$ cat src/rtl/cpu_types_pkg.sv
// Shared CPU datapath types: memory word, RAM handshake state, and the
// memory arbiter's grant state and starve-counter width.
package cpu_types_pkg;

  localparam int unsigned WORD_W       = 32;
  localparam int unsigned ARB_STARVE_W = 4;

  typedef logic [WORD_W-1:0] word_t;

  // RAM handshake as seen by the arbiter
  typedef enum logic [1:0] {
    FREE   = 2'd0,
    BUSY   = 2'd1,
    ACCESS = 2'd2,
    ERROR  = 2'd3
  } ramstate_t;

  // Owner of the shared RAM port
  typedef enum logic [1:0] {
    IDLE   = 2'd0,
    IGRANT = 2'd1,
    DGRANT = 2'd2
  } arb_state_t;

endpackage

$ cat src/rtl/memory_arbiter.sv
// memory_arbiter: shares the single RAM port between instruction fetch and
// data accesses. A registered grant state selects the owner; the RAM-side
// controls and the iwait/dwait handshake decode from that state plus the live
// request and ramstate. Every ack is followed by one IDLE turnaround cycle.
//
// Ports:
//   CLK, nRST             clock, synchronous active-low reset
//   iREN, iaddr           instruction read request / address
//   iload, iwait          instruction read data / stall until serviced
//   dREN, dWEN            data read / write request (dWEN wins if both)
//   daddr, dstore         data address / write value
//   dload, dwait          data read data / stall until serviced
//   ramaddr, ramstore     RAM address / write data
//   ramREN, ramWEN        RAM read / write enable
//   ramload, ramstate     RAM read data / handshake state
//
// Parameter STARVE_MAX (1..15): data grants tolerated while a fetch waits.
// Optional macro MEM_ARB_STARVE_GUARD_EN compiles in the fetch starvation
// guard; without it data always has priority over instruction fetch.
module memory_arbiter
  import cpu_types_pkg::*;
#(
  parameter int unsigned STARVE_MAX = 4
) (
  input  logic      CLK,
  input  logic      nRST,
  input  logic      iREN,
  input  word_t     iaddr,
  output word_t     iload,
  output logic      iwait,
  input  logic      dREN,
  input  logic      dWEN,
  input  word_t     daddr,
  input  word_t     dstore,
  output word_t     dload,
  output logic      dwait,
  output word_t     ramaddr,
  output logic      ramREN,
  output logic      ramWEN,
  output word_t     ramstore,
  input  word_t     ramload,
  input  ramstate_t ramstate
);

  // Elaboration-time guard on the parameter range
  if (STARVE_MAX < 1 || STARVE_MAX > 15) begin : g_bad_starve_max
    $error("memory_arbiter: STARVE_MAX must be in 1..15");
  end

  arb_state_t state_q, state_d;
  logic       d_req;
  logic       starve_fire;

  assign d_req = dREN | dWEN;

  // Read data is a pass-through; only meaningful in the owner's ack cycle
  assign iload = ramload;
  assign dload = ramload;

`ifdef MEM_ARB_STARVE_GUARD_EN
  localparam logic [ARB_STARVE_W-1:0] STARVE_LIM = ARB_STARVE_W'(STARVE_MAX);

  logic [ARB_STARVE_W-1:0] istarve_q, istarve_d;

  assign starve_fire = (istarve_q == STARVE_LIM);

  // Count data grants that overtake a waiting fetch, saturating at the limit
  always_comb begin
    istarve_d = istarve_q;
    if (state_q == IDLE) begin
      if (!iREN) begin
        istarve_d = '0;
      end else if (state_d == IGRANT) begin
        istarve_d = '0;
      end else if (state_d == DGRANT && istarve_q != STARVE_LIM) begin
        istarve_d = istarve_q + ARB_STARVE_W'(1);
      end
    end
  end

  always_ff @(posedge CLK) begin
    if (!nRST) begin
      istarve_q <= '0;
    end else begin
      istarve_q <= istarve_d;
    end
  end
`else
  assign starve_fire = 1'b0;
`endif

  // Grant state register
  always_ff @(posedge CLK) begin
    if (!nRST) begin
      state_q <= IDLE;
    end else begin
      state_q <= state_d;
    end
  end

  // Next-state and RAM/handshake decode
  always_comb begin
    state_d  = state_q;
    ramaddr  = '0;
    ramstore = '0;
    ramREN   = 1'b0;
    ramWEN   = 1'b0;
    iwait    = 1'b1;
    dwait    = 1'b1;

    case (state_q)
      IDLE: begin
        if (d_req && !(iREN && starve_fire)) begin
          state_d = DGRANT;
        end else if (iREN) begin
          state_d = IGRANT;
        end
      end

      DGRANT: begin
        ramaddr  = daddr;
        ramstore = dstore;
        ramWEN   = dWEN;
        ramREN   = dREN & ~dWEN;
        // A dropped request aborts without an ack even if RAM completes
        if (!d_req) begin
          state_d = IDLE;
        end else if (ramstate == ACCESS) begin
          dwait   = 1'b0;
          state_d = IDLE;
        end
      end

      IGRANT: begin
        ramaddr = iaddr;
        ramREN  = iREN;
        if (!iREN) begin
          state_d = IDLE;
        end else if (ramstate == ACCESS) begin
          iwait   = 1'b0;
          state_d = IDLE;
        end
      end

      default: begin
        state_d = IDLE;
      end
    endcase
  end

endmodule

$ cat config.mk
export PLATFORM = sky130hd
export DESIGN_NAME = memory_arbiter
export DESIGN_NICKNAME = d
export VERILOG_FILES = /design/src/rtl/cpu_types_pkg.sv /design/src/rtl/memory_arbiter.sv
export SDC_FILE = /design/constraint.sdc
export NUM_CORES = 1
export LEC_CHECK = 0
export CAP_MARGIN = 20
export CORE_AREA = 2 2 105 107
export CTS_CLUSTER_SIZE = 28
export DETAILED_ROUTE_END_ITERATION = 16
export DIE_AREA = 0 0 107 109
export GPL_TIMING_DRIVEN = 0
export PLACE_DENSITY = 0.56
export SLEW_MARGIN = 20
export SYNTH_ARGS = -nofsm -noshare
export SYNTH_HDL_FRONTEND = slang
export SYNTH_SLANG_ARGS = --single-unit
$ cat constraint.sdc
create_clock -name CLK -period 2.6 [get_ports CLK]
set_clock_uncertainty 0.2 [all_clocks]
set_input_delay 0.39 -clock CLK [delete_from_list [all_inputs] [get_ports CLK]]
set_output_delay 0.39 -clock CLK [all_outputs]
set_load 0.01 [all_outputs]
Word-level counts from Yosys, hierarchy flattened
Cells that the tools add are included.

Register bits: 2. Input port bits: 135. Output and inout port bits: 132. Logic and storage cells: 24.

Equality and inequality tests: 4. Mux-type cells: 15. Bitwise logic cells: 3. Reductions and logical operators: 1.

Operators with widths (number): $pmux 32 s2 (1); $mux 32 (1); $mux 2 (5); $mux 1 (6); $pmux 2 s3 (1); $eq 2x2->1 const B (2); $ne 3x3->1 const B (1); $eq 2x1->1 const B (1); $logic_not 2->1 (1); $pmux 1 s2 (1); $and 1x1->1 (1); $not 1->1 (1); $or 1x1->1 (1).

Longest topological paths before layout
Gate-level depths: netlist of run 1.

Depth in word-level cells: 4. Depth in mapped cells: 6. Gate-level depth less buffers: 5.

Worst setup path before layout of run 1
Ideal clock, no wire load.

Path type: register -> output. From: reg state_q[1]. To: out ramaddr[10]. Data arrival time: 1.252 ns. Required time: 2.010 ns. Path slack: 0.758 ns. Stages on the path, launching flop included: 7. Path buffers: 2. Cell sequence: dfxtp_1 inv_1 ha_1 buf_2 clkbuf_1 a22oi_1 nor2b_1.

Cells in the longest elaborated chain, start to end: 2. Elaborated cells on any way between the ends: 3. Classes of those cells: eq/ne: 2; mux: 1.

RTL lines: from (decl) (RTL line memory_arbiter.sv:50) `arb_state_t state_q, state_d;`; from (signal assigned) (RTL line memory_arbiter.sv:97) `state_q <= state_d;`; $eq 2x1->1 or $eq 2x2->1 (tied branches) (RTL line memory_arbiter.sv:111) `case (state_q)`; $pmux 32 s2 (*) (RTL line memory_arbiter.sv:111); to (decl) (RTL line memory_arbiter.sv:37) `output word_t ramaddr,`.

Every way passes the cells marked *; elsewhere a longest branch is shown, timed or not.

Worst setup path in the final report of run 1
From: reg state_q[1]. To: out ramaddr[20].

Same word-level chain as after synthesis.

==> flow_summary.yaml, run 1 <==
outcome:
  status: "completed"
yosys:
  syn-num-nets: 340
  syn_inst: 201
  synthTopCellsByArea: "buf_4 34%, a22oi_1 17%, and2_1 15%"
  ys_seq_elements: 2
  syn_area_mm2: 0.00141
  ys_warn_count: 0
  syn_area_per_cell_um2: 7.00
  yosysTopAreaCell: "buf_4"
  synth_top_area_share_pct: 34.2
  synth_cell_types: 21
  synth-seq-area-share_pct: 2.85
final_layout:
  final_common_cell: "clkdlybuf4s50_1"
  largest-register: "state_q"
  top_regs: "state_q (2)"
  drive_gt1_share_pct: 20.3
  largest_reg_flops: 2
  syn2layout_area_growth_pct: 193
  fin_area_mm2: 0.00412
  nets: 579
  num_antenna_cells: 0
  final_cell_mix: "207 x clkdlybuf4s50_1, 64 x buf_4, 34 x nor2b_1, 34 x and2_1, 31 x a22oi_1"
grt:
  grt_pass1_wl_um: 10900
  grt_max_degree: 11
  grt_usage_pct: 11.3
  grt_pass1_vias: 2203
  overflow: 0
  grt_antenna_before_repair: 0
worst_setup_path:
  cp_num_buf_inv: 4
  rr_startpoint: "state_q[1]"
  cp.depth: 7
  arrival_ps: 1910
  startpoint_type: "flip-flop"
  reg2reg_slack_ps: 910
  crit_chain: "inv_1, ha_1, clkbuf_4, buf_6, a22oi_1, nor2b_1, clkdlybuf4s50_1"
  timing.rr.end: "state_q[1]"
  cp-end-kind: "primary output"
  rr_worst_depth: 6
  cp_slowest_cell: "clkdlybuf4s50_1"
  path_max_fanout: 10
  crit_type: "reg2out"
  cpPeakStageDelay_ps: 480
  crit_family: "buffers and inverters"
  cp.required_ps: 2010
placement:
  dp_hpwl_um: 6590
  placement.io_buffers: 234
  postPlaceCellArea_mm2: 0.00392
  globalplace.congestion: 0.756
clocking:
  tritoncts: "yes"
  clk_pin_slew_ps: 30
  htreeDepth: 1
  clkSinkCount: 2
  clock_latency_ps: 210
  clockRootBuffer: "clkbuf_8"
  cts_setup_buffers: 0
  ctsHoldBuffers: 0
  numCtsBuffers: 3
  cts.path.max_buffers: 2
drt:
  first_pass_iters: 4
  drc_errors: 0
  route.vias.total: 2184
  route.detailed.wl_per_inst_um: 13.0
  postRouteAntennaNets: 0
  wl_met2_um: 3990
  wl_met1_um: 2830
  highest_layer: "met4"
  drt-total-wl_um: 7500
  via_per_inst: 3.78
  wl_met3_um: 655
  drt_iter0_drc: 67
die:
  rows: 38
  placeableCoreArea_mm2: 0.0106
  die_h_um: 109
  die_area_mm2: 0.0117
  io_pins: 267
  die_x_um: 107
  initial_core_util_pct: 13.3
sta:
  post-route-min-period_ps: 2500
  hold_viol: 0
  slew_headroom_pct: 76.7
  worst_pin_slew_ps: 348
  fin_crit_sh_pct: 96.1
  final.setup.tns_ps: 0
  setup_viol: 0
  timing.fmax_ghz: 0.400
  rsz0062_at_grt: "yes"
  slew_viol_final: 0
pwr:
  sw_frac_of_total_pct: 30.3
  seq_power_share_pct: 4.4
  leakage_nw: 2.04
  p_comb_share_pct: 81.8
  internal_power_mw: 0.602
  pwr-share-clk_pct: 13.8
  switching_power_mw: 0.262
  irDropWorstVdd_mv: 0.253
  powerDensity_mw_per_mm2: 210
hold_path:
  min_to: "state_q[0]"
  whs_path_depth: 1
  worstHoldStart: "state_q[0]"
  hp-class: "reg2reg"
flow_run:
  cap_violations: 0
==> metal layers <==
metal | up-vias | GRT usage [%]
li1 | 1082 | -
met1 | 975 | 13.1
met2 | 125 | 22.0
met3 | 2 | 2.57
met4 | 0 | 0.928
met5 | - | 0
==> power groups by stage <==
stage / Sequential [mW] / Combinational (mW) / Clock (mW)
after floorplan: 0.0359 / 0.274 / 0
after global placement: 0.0366 / 0.689 / 0
after detailed placement: 0.0369 / 0.694 / 0
after CTS: 0.0379 / 0.716 / 0.123
after global routing: 0.0387 / 0.755 / 0.127
final: 0.0380 / 0.707 / 0.119
==> worst register-to-register path, cell delays in order (launching register included) <==
cell and delay, ps:
dfxtp_2 340, inv_1 110, ha_1 150, clkbuf_4 190
nand2_1 90, a2111oi_2 370, a32o_2 180
==> per-stage QoR <==
| step | power (mW) | hold slack (ps) | setup slack, ps | std cells | util [%] |
|---|---|---|---|---|---|
| floorplan | 0.310 | 299 | 758 | 201 | - |
| global placement | 0.726 | 342 | -21.6 | 575 | 37.0 |
| detailed placement | 0.731 | 353 | -74.0 | 575 | 37.0 |
| CTS | 0.877 | 300 | 7.72 | 578 | 38.0 |
| global route | 0.921 | 344 | -2.21 | 578 | 38.8 |
| finish | 0.864 | 315 | 103 | 578 | 38.8 |
==> cells in the mapped netlist (all sizes together) <==
cell type and n:
a2111oi 1, a21o 1, a22oi 32, a32o 1, and2 34, and2b 1
buf 68, clkbuf 10, dfxtp 2, ha 4, inv 3, nand2 2
nand3 1, nand3b 1, nor2 1, nor2b 34, o2111a 1, o21ai 3
or4b 1
==> kinds of logic (layout without fill, tap and decap cells) <==
logic type      after synthesis  count (layout)  synth area share, %
compound gates               39              39                 21.4
fa+ha+maj                     4               4                 3.56
buf+inv                      81             318                 39.1
flops                         2               2                 2.85
simple gates                 75              75                 33.2
==> layout make-up <==
cell class              instances  area, µm²
repair buffers                234       2400
inverters                       3       11.3
well taps                     140        175
clock buffers                   3       41.3
fillers                      1098       6480
plain buffers                  78        599
flip-flops and latches          2       42.5
multi-input cells             118        847
==> worst max-delay path by stage <==
stage,startpoint,endpoint,slack (ps)
final,state_q[1],ramaddr[20],100
after detailed placement,state_q[0],ramstore[12],-70
after global placement,state_q[0],ramstore[30],-20
after global routing,state_q[1],ramaddr[20],-2
after CTS,state_q[1],ramaddr[25],8
after floorplan,state_q[1],ramaddr[10],760
==> repair_timing <==
item / CTS / global route
gates resized for setup: 29 / 34
gates cloned: 0 / 0
endpoints found under the setup margin: 67 / 30
(Power assumes the default switching activity.)
==> run 2: changes to the inputs <==
--- a/config.mk
+++ b/config.mk
@@ -7,12 +7,12 @@
 export LEC_CHECK = 0
 export CAP_MARGIN = 20
 export CORE_AREA = 2 2 105 107
+export CTS_BUF_LIST = sky130_fd_sc_hd__clkbuf_8 sky130_fd_sc_hd__clkbuf_16
 export CTS_CLUSTER_SIZE = 28
 export DETAILED_ROUTE_END_ITERATION = 16
 export DIE_AREA = 0 0 107 109
 export GPL_TIMING_DRIVEN = 0
 export PLACE_DENSITY = 0.56
-export SLEW_MARGIN = 20
 export SYNTH_ARGS = -nofsm -noshare
 export SYNTH_HDL_FRONTEND = slang
 export SYNTH_SLANG_ARGS = --single-unit
==> results of run 2 <==
Final layout, timing and power as in run 1 (identical DEF).
==> run 3: changes to the inputs <==
==> constraint.sdc (replaced) <==
create_clock -name CLK -period 2.6 [get_ports CLK]
set_clock_uncertainty 0.2 [all_clocks]
set_input_delay 0.52 -clock CLK [delete_from_list [all_inputs] [get_ports CLK]]
set_output_delay 0.52 -clock CLK [all_outputs]
set_load 0.01 [all_outputs]
==> flow_summary.yaml, run 3 (synthesized netlist as in run 1, its figures left out) <==
clocking:
  clockRootBuffer: "clkbuf_8"
  clock_latency_ps: 210
  ctsHoldBuffers: 0
  clk_pin_slew_ps: 30
  numCtsBuffers: 3
  ctsResizeCount: 75
  cts.path.max_buffers: 2
  tritoncts: "yes"
  htreeDepth: 1
  cts_setup_buffers: 0
  clkSinkCount: 2
placement:
  globalplace.congestion: 0.756
  postPlaceCellArea_mm2: 0.00392
  placed_cells: 575
  dp_hpwl_um: 6590
  placement.io_buffers: 234
final_layout:
  syn2layout_area_growth_pct: 191
  largest-register: "state_q"
  num_antenna_cells: 0
  final_cell_mix: "174 x clkdlybuf4s50_1, 67 x buf_4, 37 x dlygate4sd2_1"
  fin_area_mm2: 0.00410
  fin_cells: 578
  final_common_cell: "clkdlybuf4s50_1"
  nFillCells: 1103
  nets: 579
  largest_reg_flops: 2
  fin_util_pct: 38.6
  top_regs: "state_q (2)"
  drive_gt1_share_pct: 20.8
worst_setup_path:
  cp.required_ps: 1880
  reg2reg_slack_ps: 940
  startpoint_type: "flip-flop"
  rr_startpoint: "state_q[1]"
  timing.rr.end: "state_q[1]"
  crit_type: "reg2out"
  path_max_fanout: 10
  rr_worst_depth: 6
  arrival_ps: 1790
  cp-end-kind: "primary output"
sta:
  hold_viol: 0
  rsz0062_at_grt: "yes"
  final.setup.tns_ps: 0
  slew_viol_final: 0
  fin_hold_ws_ps: 315
  fin_crit_sh_pct: 96.6
  post-route-min-period_ps: 2510
  setup_viol: 0
  worst_pin_slew_ps: 348
  slew_headroom_pct: 76.8
  timing.fmax_ghz: 0.398
die:
  die_h_um: 109
  io_pins: 267
  die_x_um: 107
  die_area_mm2: 0.0117
  rows: 38
  initial_core_util_pct: 13.3
  placeableCoreArea_mm2: 0.0106
drt:
  drc_errors: 0
  first_pass_iters: 4
  route.detailed.wl_per_inst_um: 13.0
  postRouteAntennaNets: 0
  route.vias.total: 2200
  drt-total-wl_um: 7540
  drt_iter0_drc: 64
  via_per_inst: 3.81
pwr:
  leakage_nw: 2.09
  powerDensity_mw_per_mm2: 208
  irDropWorstVdd_mv: 0.252
hold_path:
  worstHoldStart: "state_q[0]"
  hp-class: "reg2reg"
  min_to: "state_q[0]"
  whs_path_depth: 1
grt:
  grt_usage_pct: 11.3
  grt_antenna_before_repair: 0
  overflow: 0
  grt_pass1_vias: 2198
  grt_max_degree: 11
  grt_pass1_wl_um: 10900
flow_run:
  cap_violations: 0
outcome:
  status: "completed"
run 3: area by class of cell:
class	instances	area, µm²	area share (%)
Inverter	3	11.3	0.275
Multi-Input combinational cell	118	852	20.8
Tap cell	140	175	4.28
Timing Repair Buffer	234	2350	57.5
Sequential cell	2	42.5	1.04
Buffer	78	619	15.1
Clock buffer	3	41.3	1.01
run 3: report_power, final:
group          switching [mW]  internal, mW  total [mW]
clock                  0.0215        0.0976       0.119
sequential            0.00403        0.0339      0.0379
combinational           0.236         0.457       0.693
run 3: how the worst max path moves through the flow:
| stage | start | to | cells past startpoint |
|---|---|---|---|
| final | state_q[0] | ramstore[2] | 6 |
| after global routing | state_q[0] | ramstore[9] | 6 |
| after CTS | iREN | ramREN | 5 |
| after detailed placement | state_q[0] | ramstore[12] | 6 |
| after global placement | state_q[0] | ramstore[30] | 6 |
| after floorplan | state_q[1] | ramaddr[10] | 6 |
run 3: stage by stage:
| stage | total power [mW] | worst slack, ps |
|---|---|---|
| 5_1_grt | 0.908 | -0.644 |
| 4_1_cts | 0.869 | -68.8 |
| 2_1_floorplan | 0.310 | 628 |
| 6_report | 0.850 | 89.0 |
| 3_3_place_gp | 0.726 | -152 |
| 3_5_place_dp | 0.731 | -204 |
run 3: critical path: stages, from the launching register on:
cell and delay (ps):
dfxtp_2 340, inv_2 100, ha_4 180, buf_6 150, buf_4 160, and2_1 120, clkdlybuf4s50_1 530
run 3: metal layers:
layer	GRT usage, %	vias up	wire (µm)
li1	-	1081	-
met1	13.1	990	2840
met2	22.0	127	4020
met3	2.57	2	655
met4	0.928	0	27
met5	0	-	0
